==> src/rtl/mips_controller.sv <==
// Multicycle control FSM for a byte-fetch MIPS subset (lb, sb, R-type, beq, j, addi).
// Define BNE_SUPPORT_EN to add the optional bne instruction via state BNEEX.
module mips_controller (
  input  logic       clk,
  input  logic       reset,
  input  logic [5:0] op,
  input  logic [5:0] funct,
  input  logic       zero,
  output logic       alusrca,
  output logic [1:0] alusrcb,
  output logic [1:0] pcsource,
  output logic       iord,
  output logic       memtoreg,
  output logic       regdst,
  output logic       regwrite,
  output logic       memwrite,
  output logic [3:0] irwrite,
  output logic       pcen,
  output logic [2:0] alucont
);

  typedef enum logic [3:0] {
    FETCH1, FETCH2, FETCH3, FETCH4, DECODE, MEMADR, LBRD, LBWR,
    SBWR, RTYPEEX, RTYPEWR, BEQEX, JEX, ADDIEX, ADDIWR
`ifdef BNE_SUPPORT_EN
    , BNEEX
`endif
  } state_t;

  localparam logic [5:0] OP_LB    = 6'b100000;
  localparam logic [5:0] OP_SB    = 6'b101000;
  localparam logic [5:0] OP_RTYPE = 6'b000000;
  localparam logic [5:0] OP_BEQ   = 6'b000100;
  localparam logic [5:0] OP_J     = 6'b000010;
  localparam logic [5:0] OP_ADDI  = 6'b001000;
`ifdef BNE_SUPPORT_EN
  localparam logic [5:0] OP_BNE   = 6'b000101;
`endif

  state_t state, state_next;

  always_ff @(posedge clk or posedge reset) begin
    if (reset) state <= FETCH1;
    else       state <= state_next;
  end

  always_comb begin
    state_next = FETCH1;
    alusrca    = 1'b0;
    alusrcb    = 2'b00;
    pcsource   = 2'b00;
    iord       = 1'b0;
    memtoreg   = 1'b0;
    regdst     = 1'b0;
    regwrite   = 1'b0;
    memwrite   = 1'b0;
    irwrite    = 4'b0000;
    pcen       = 1'b0;
    alucont    = 3'b010;

    case (state)
      FETCH1, FETCH2, FETCH3, FETCH4: begin
        irwrite = 4'b0001 << state[1:0];
        alusrcb = 2'b01;
        pcen    = 1'b1;
        state_next = (state == FETCH4) ? DECODE : state_t'(state + 4'd1);
      end
      DECODE: begin
        alusrcb = 2'b11;
        case (op)
          OP_LB, OP_SB: state_next = MEMADR;
          OP_RTYPE:     state_next = RTYPEEX;
          OP_BEQ:       state_next = BEQEX;
          OP_J:         state_next = JEX;
          OP_ADDI:      state_next = ADDIEX;
`ifdef BNE_SUPPORT_EN
          OP_BNE:       state_next = BNEEX;
`endif
          default:      state_next = FETCH1;
        endcase
      end
      MEMADR: begin
        alusrca    = 1'b1;
        alusrcb    = 2'b10;
        state_next = (op == OP_LB) ? LBRD : SBWR;
      end
      LBRD: begin
        iord       = 1'b1;
        state_next = LBWR;
      end
      LBWR: begin
        regwrite = 1'b1;
        memtoreg = 1'b1;
      end
      SBWR: begin
        iord     = 1'b1;
        memwrite = 1'b1;
      end
      RTYPEEX: begin
        alusrca = 1'b1;
        case (funct)
          6'b100010: alucont = 3'b110;
          6'b100100: alucont = 3'b000;
          6'b100101: alucont = 3'b001;
          6'b101010: alucont = 3'b111;
          default:   alucont = 3'b010;
        endcase
        state_next = RTYPEWR;
      end
      RTYPEWR: begin
        regwrite = 1'b1;
        regdst   = 1'b1;
      end
      BEQEX: begin
        alusrca  = 1'b1;
        alucont  = 3'b110;
        pcsource = 2'b01;
        pcen     = zero;
      end
`ifdef BNE_SUPPORT_EN
      BNEEX: begin
        alusrca  = 1'b1;
        alucont  = 3'b110;
        pcsource = 2'b01;
        pcen     = ~zero;
      end
`endif
      JEX: begin
        pcsource = 2'b10;
        pcen     = 1'b1;
      end
      ADDIEX: begin
        alusrca    = 1'b1;
        alusrcb    = 2'b10;
        state_next = ADDIWR;
      end
      ADDIWR: begin
        regwrite = 1'b1;
      end
      // Unused encodings fall back to FETCH1 with idle outputs.
      default: state_next = FETCH1;
    endcase
  end

endmodule

==> config.mk <==
export PLATFORM = sky130hd
export DESIGN_NAME = mips_controller
export DESIGN_NICKNAME = d
export VERILOG_FILES = /design/src/rtl/mips_controller.sv
export SDC_FILE = /design/constraint.sdc
export NUM_CORES = 1
export LEC_CHECK = 0
export ABC_AREA = 1
export CAP_MARGIN = 20
export CORE_MARGIN = 10
export CORE_UTILIZATION = 34
export DETAILED_ROUTE_END_ITERATION = 8
export HOLD_SLACK_MARGIN = 0.05
export PLACE_DENSITY = 0.83
export REMOVE_ABC_BUFFERS = 1
export SLEW_MARGIN = 10
export SYNTH_ARGS = -nofsm -noshare
export SYNTH_HDL_FRONTEND = slang
export SYNTH_SLANG_ARGS = --single-unit
export TNS_END_PERCENT = 10
==> constraint.sdc <==
create_clock -name clk -period 1.42 [get_ports clk]
set_clock_uncertainty 0.2 [all_clocks]
set_input_delay 0.284 -clock clk [delete_from_list [all_inputs] [get_ports clk]]
set_output_delay 0.284 -clock clk [all_outputs]
set_load 0.1 [all_outputs]
==> results of run 1 <==
[logic make-up after synthesis]
group | Yosys count | share of synthesized area (%)
simple gates | 71 | 52.25
buf+inv | 28 | 17.21
compound gates | 7 | 5.943
fa+ha+maj | 4 | 8.197
flops | 4 | 16.39
[metrics by stage]
step,cells,instance area [um^2]
final,205,1553
after floorplan,114,610.6
after CTS,202,1491
after global placement,194,1315
after global routing,205,1553
after detailed placement,194,1315
[Yosys cell counts]
library cell | count | area, um^2
nand3b_1 | 1 | 7.510
nor3_2 | 2 | 20.02
o21ai_0 | 4 | 20.02
nand2_1 | 28 | 105.1
inv_2 | 3 | 11.26
o21ai_1 | 2 | 10.01
nand3_2 | 2 | 20.02
nand4_1 | 2 | 12.51
ha_1 | 4 | 50.05
inv_1 | 24 | 90.09
dfrtp_1 | 4 | 100.1
nor2_1 | 25 | 93.84
nand2_2 | 1 | 6.260
o22ai_1 | 1 | 6.260
nand3_1 | 7 | 35.03
clkinv_1 | 1 | 3.750
nor2_2 | 3 | 18.77
[cell type report]
type                    count  area share (%)
inverters                  28           7.091
well taps                  25           2.015
repair buffers             63           48.35
flip-flops and latches      4           6.688
clock buffers               3           1.450
multi-input cells          82           34.41
[worst min-delay path: stages, from the launching register on]
cell,delay [ps]
dfrtp_2,420
nand3_1,150
inv_1,100
nor2_1,50
nand2_1,60
[per-layer routing]
metal | part of all wire [%] | wire length (um) | up-vias | global-route usage, %
met5 | 0 | 0 | - | 0
li1 | - | - | 474 | -
met2 | 51 | 1835 | 90 | 30.51
met3 | 7.8 | 278 | 12 | 3.047
met1 | 38 | 1364 | 476 | 15.98
met4 | 2.7 | 96 | 0 | 6.983
[how the worst max path moves through the flow]
stage / start / to / slack [ps] / depth (start not counted)
2_1_floorplan: state[0]$_DFF_PP0_ / iord / -1940 / 4
3_3_place_gp: funct[1] / alucont[0] / -510 / 6
3_5_place_dp: funct[1] / alucont[0] / -640 / 6
4_1_cts: state[1]$_DFF_PP0_ / alucont[0] / -610 / 7
5_1_grt: state[1]$_DFF_PP0_ / pcen / -770 / 8
6_report: state[1]$_DFF_PP0_ / pcen / -670 / 7
[timing repair]
item,in CTS,in global routing
setup buffers,4,3
endpoints found under the setup margin,22,22
pin swaps,12,5
endpoints found under the hold margin,4,0
hold buffers,1,0
gates resized for setup,36,11
==> qor.yml, run 1 <==
outcome:
  status: "complete, but fails checks"
  violations: "setup timing"
timing:
  slew_headroom_pct: 84.65
  tightest_slew_ps: 227.8
  fin_hold_ws_ps: 610.7
  max_clock_freq_mhz: 479.0
  setup_viol: 22
  fin_crit_ps: 2088
  rsz0062_at_grt: "yes"
  fin_tns_setup_ps: -11640
  period_share_pct: 147.0
  drv_slew: 0
  hold_viol: 0
  worst_slack_ps: -667.8
global_routing:
  grt_max_degree: 6
  grt_overflow: 0
  antenna_found_initial: 0
  grt_pass1_vias: 1056
  grt_pass1_wl_um: 5112
  track_usage_pct: 15.89
setup_path:
  crit_slowest_cell: "dfrtp_1"
  path_delay_family: "simple AND/OR/NAND/NOR gates"
  worstPathRequired_ps: 940
  setup.worst_path.start_class: "flop"
  worstPathCellList: "buf_4 > ha_2 > nor2_1 > nand2_1 > nand2_2 > nand3b_1 > buf_12"
  slowest_delay_ps: 390
  arrival_ps: 1600
  cp_num_buf_inv: 2
  r2r_end: "state[1]$_DFF_PP0_"
  crit_type: "flop to output port"
  r2r_setup_slack_ps: -530
  cp_max_fo: 3
  r2r-start: "state[1]$_DFF_PP0_"
  end_kind: "output port"
  ff2ff_path_depth: 11
routing:
  finalWirelength_um: 3575
  final_antenna_net_count: 0
  first_iter_violations: 88
  routed_via_density: 5.132
  drt_first_pass_iters: 5
  wl_per_cell_um: 17.44
  num_vias: 1052
  drc: 0
synth:
  yosysWarnings: 0
  ys_seq_area_share_pct: 16.39
  syn-instance-count: 114
  ys_types: 17
  synth_seq_cells: 4
  syn_area_per_cell_um2: 5.356
  netlist_area_um2: 610.6
final_layout:
  largest_register_ffs: 4
  n_fill_cell: 74
  post-route-util_pct: 90.92
  syn2layout_area_growth_pct: 154.3
  antenna_cells: 0
  nets: 201
  reg_top3: "state x4"
  final_cell_mix: "26 x nand2_1, 26 x buf_4, 18 x buf_12, 17 x inv_1, 17 x nor2_1"
  seqCellArea_um2: 103.9
  multi_input_comb_area_um2: 534.3
  regMostFlops: "state"
  drive_gt1_share_pct: 50.56
floorplan:
  io_pins: 33
  initial_core_util_pct: 35.75
  rows: 15
  die_w_um: 62.38
  coreArea_um2: 1708
  die_y_um: 62.38
  dieArea_um2: 3891
clock_network:
  clk_latency_ps: 230
  cts_sinks: 4
  cts_tree: "yes"
  cts.path.max_buffers: 2
  ctsRootBufferMaster: "clkbuf_4"
  clk_pin_slew_ps: 30
  h-tree-depth: 1
  cts-buffers-inserted: 3
worst_hold_path:
  holdPathEnd: "state[2]$_DFF_PP0_"
  hold_class: "flop to flop"
  worstHoldStart: "state[2]$_DFF_PP0_"
  holdPathStages: 4
placed_design:
  io_buffer_count: 32
  post-place-ws_ps: -640.1
  gp_congestion: 0.7983
  hpwl_um: 2175
run:
  maxCapViolCount: 0
Power of run 1 is left out: the tool's default activity adds up to more than one toggle a clock period on the data nets, which glitch-free logic cannot reach.
==> inputs of run 2 (changes only) <==
CORE_MARGIN = 4   (was 10)
==> run 2 against run 1 <==
The flow still finishes with violations (setup timing); global-route usage is 12 points higher; worst setup slack worse by 53 ps; cell count is 0.49% higher; via count is 5.6% higher; maximum frequency is 2.5% lower; routed wire length is 6.3% higher; critical path depth stayed put; cell area is 1.5% higher; register-to-register slack better by 30 ps; highest routed layer unchanged.
==> qor.yml, run 2 (synthesis results as in run 1) <==
final_layout:
  reg_top3: "state x4"
  drive_gt1_share_pct: 54.14
  nets: 202
  layout_commonest_cell: "buf_4"
  regMostFlops: "state"
  syn2layout_area_growth_pct: 158.0
  final_cell_mix: "29 x buf_4, 26 x nand2_1, 18 x buf_12, 14 x nor2_1, 14 x clkdlybuf4s50_1"
  largest_register_ffs: 4
  post-route-util_pct: 92.23
  antenna_cells: 0
timing:
  tightest_slew_ps: 252.2
  period_share_pct: 150.7
  fin_crit_ps: 2140
  drv_slew: 0
  rsz0062_at_grt: "yes"
  setup_viol: 22
  slew_headroom_pct: 83.23
  hold_viol: 0
  max_clock_freq_mhz: 467.2
  worst_slack_ps: -720.5
run:
  maxCapViolCount: 0
routing:
  final_antenna_net_count: 0
  routed_via_density: 5.393
  drc: 0
  first_iter_violations: 36
  drt_first_pass_iters: 4
  wl_per_cell_um: 18.45
  num_vias: 1111
  finalWirelength_um: 3800
global_routing:
  grt_pass1_wl_um: 5306
  grt_pass1_vias: 1068
  antenna_found_initial: 0
  grt_overflow: 0
  grt_max_degree: 6
  track_usage_pct: 28.34
clock_network:
  clk_pin_slew_ps: 40
  cts_tree: "yes"
  clk_latency_ps: 240
  cts.path.max_buffers: 2
  cts_sinks: 4
  cts-buffers-inserted: 3
  h-tree-depth: 1
  ctsRootBufferMaster: "clkbuf_4"
floorplan:
  die_w_um: 50.38
  coreArea_um2: 1708
  initial_core_util_pct: 35.75
  rows: 15
  io_pins: 33
  die_y_um: 50.38
  dieArea_um2: 2538
placed_design:
  io_buffer_count: 32
  hpwl_um: 2030
  gp_congestion: 0.8243
worst_hold_path:
  hold_class: "flop to flop"
setup_path:
  worstPathCellList: "inv_2 > buf_6 > ha_4 > inv_6 > nor3_4 > nand3b_1 > buf_12"
  crit_slowest_cell: "dfrtp_1"
  path_delay_family: "buffers and inverters"
  slowest_delay_ps: 400
  cp_num_buf_inv: 4
  crit_type: "flop to output port"
  worstPathRequired_ps: 940
  arrival_ps: 1660
  setup.worst_path.start_class: "flop"
  end_kind: "output port"
  cp_max_fo: 3
outcome:
  status: "complete, but fails checks"
  violations: "setup timing"
## run 2: final timing paths
| kind | from | to | slack (ps) | cells after the start |
|---|---|---|---|---|
| worst max-delay path | state[1]$_DFF_PP0_ | pcen | -720 | 7 |
| worst min-delay path | state[2]$_DFF_PP0_ | state[2]$_DFF_PP0_ | 580 | 4 |
| worst max register to register | state[1]$_DFF_PP0_ | state[1]$_DFF_PP0_ | -500 | 11 |
| worst min register to register | state[2]$_DFF_PP0_ | state[2]$_DFF_PP0_ | 580 | 4 |
| max in group asynchronous | reset | state[3]$_DFF_PP0_ | 250 | 3 |
| min in group asynchronous | reset | state[1]$_DFF_PP0_ | 600 | 3 |
## run 2: area by class of cell
cell class / count / area, um^2
Timing Repair Buffer: 64 / 750.7
Multi-Input combinational cell: 82 / 551.8
Fill cell: 62 / 132.6
Inverter: 28 / 115.1
Sequential cell: 4 / 103.9
Tap cell: 25 / 31.28
Clock buffer: 3 / 22.52
## run 2: per-stage QoR
stage               hold slack (ps)  worst slack (ps)  instances  TNS [ps]  instance area, um^2
floorplan                    -149.9             -1939        114    -20940                610.6
global placement              265.9            -503.8        196     -6371                 1330
detailed placement            291.8            -571.7        196     -7422                 1330
CTS                           528.4            -649.3        204    -10180                 1510
global route                  611.7            -800.9        206    -13250                 1575
finish                        578.6            -720.5        206    -12110                 1575
## run 2: worst min-delay path: stages, from the launching register on
cell	delay, ps
dfrtp_2	420
nand3_1	130
inv_1	80
nor2_1	40
nand2_1	60
## run 2: layer usage
metal	wire length [um]	global-route usage, %	up-vias
met4	268	11.21	0
met2	1848	55.65	99
met5	0	0	-
li1	-	-	477
met1	1366	27.80	508
met3	317	6.825	27
## run 2: repair_timing
| item | in CTS | in global routing |
|---|---|---|
| hold buffers | 1 | 0 |
| buffers inserted | 4 | 2 |
| gates resized for setup | 38 | 17 |
| pin swaps | 14 | 6 |
| endpoints found under the setup margin | 22 | 22 |
| hold endpoints to repair | 4 | 0 |
Power of run 2 is left out for the same reason.
==> inputs of run 3 (changes only) <==
SLEW_MARGIN = 40   (was 10)
==> results of run 3 <==
Same layout as run 2: the final DEF is identical, and so are final timing and power.
Power of run 3 is left out for the same reason.
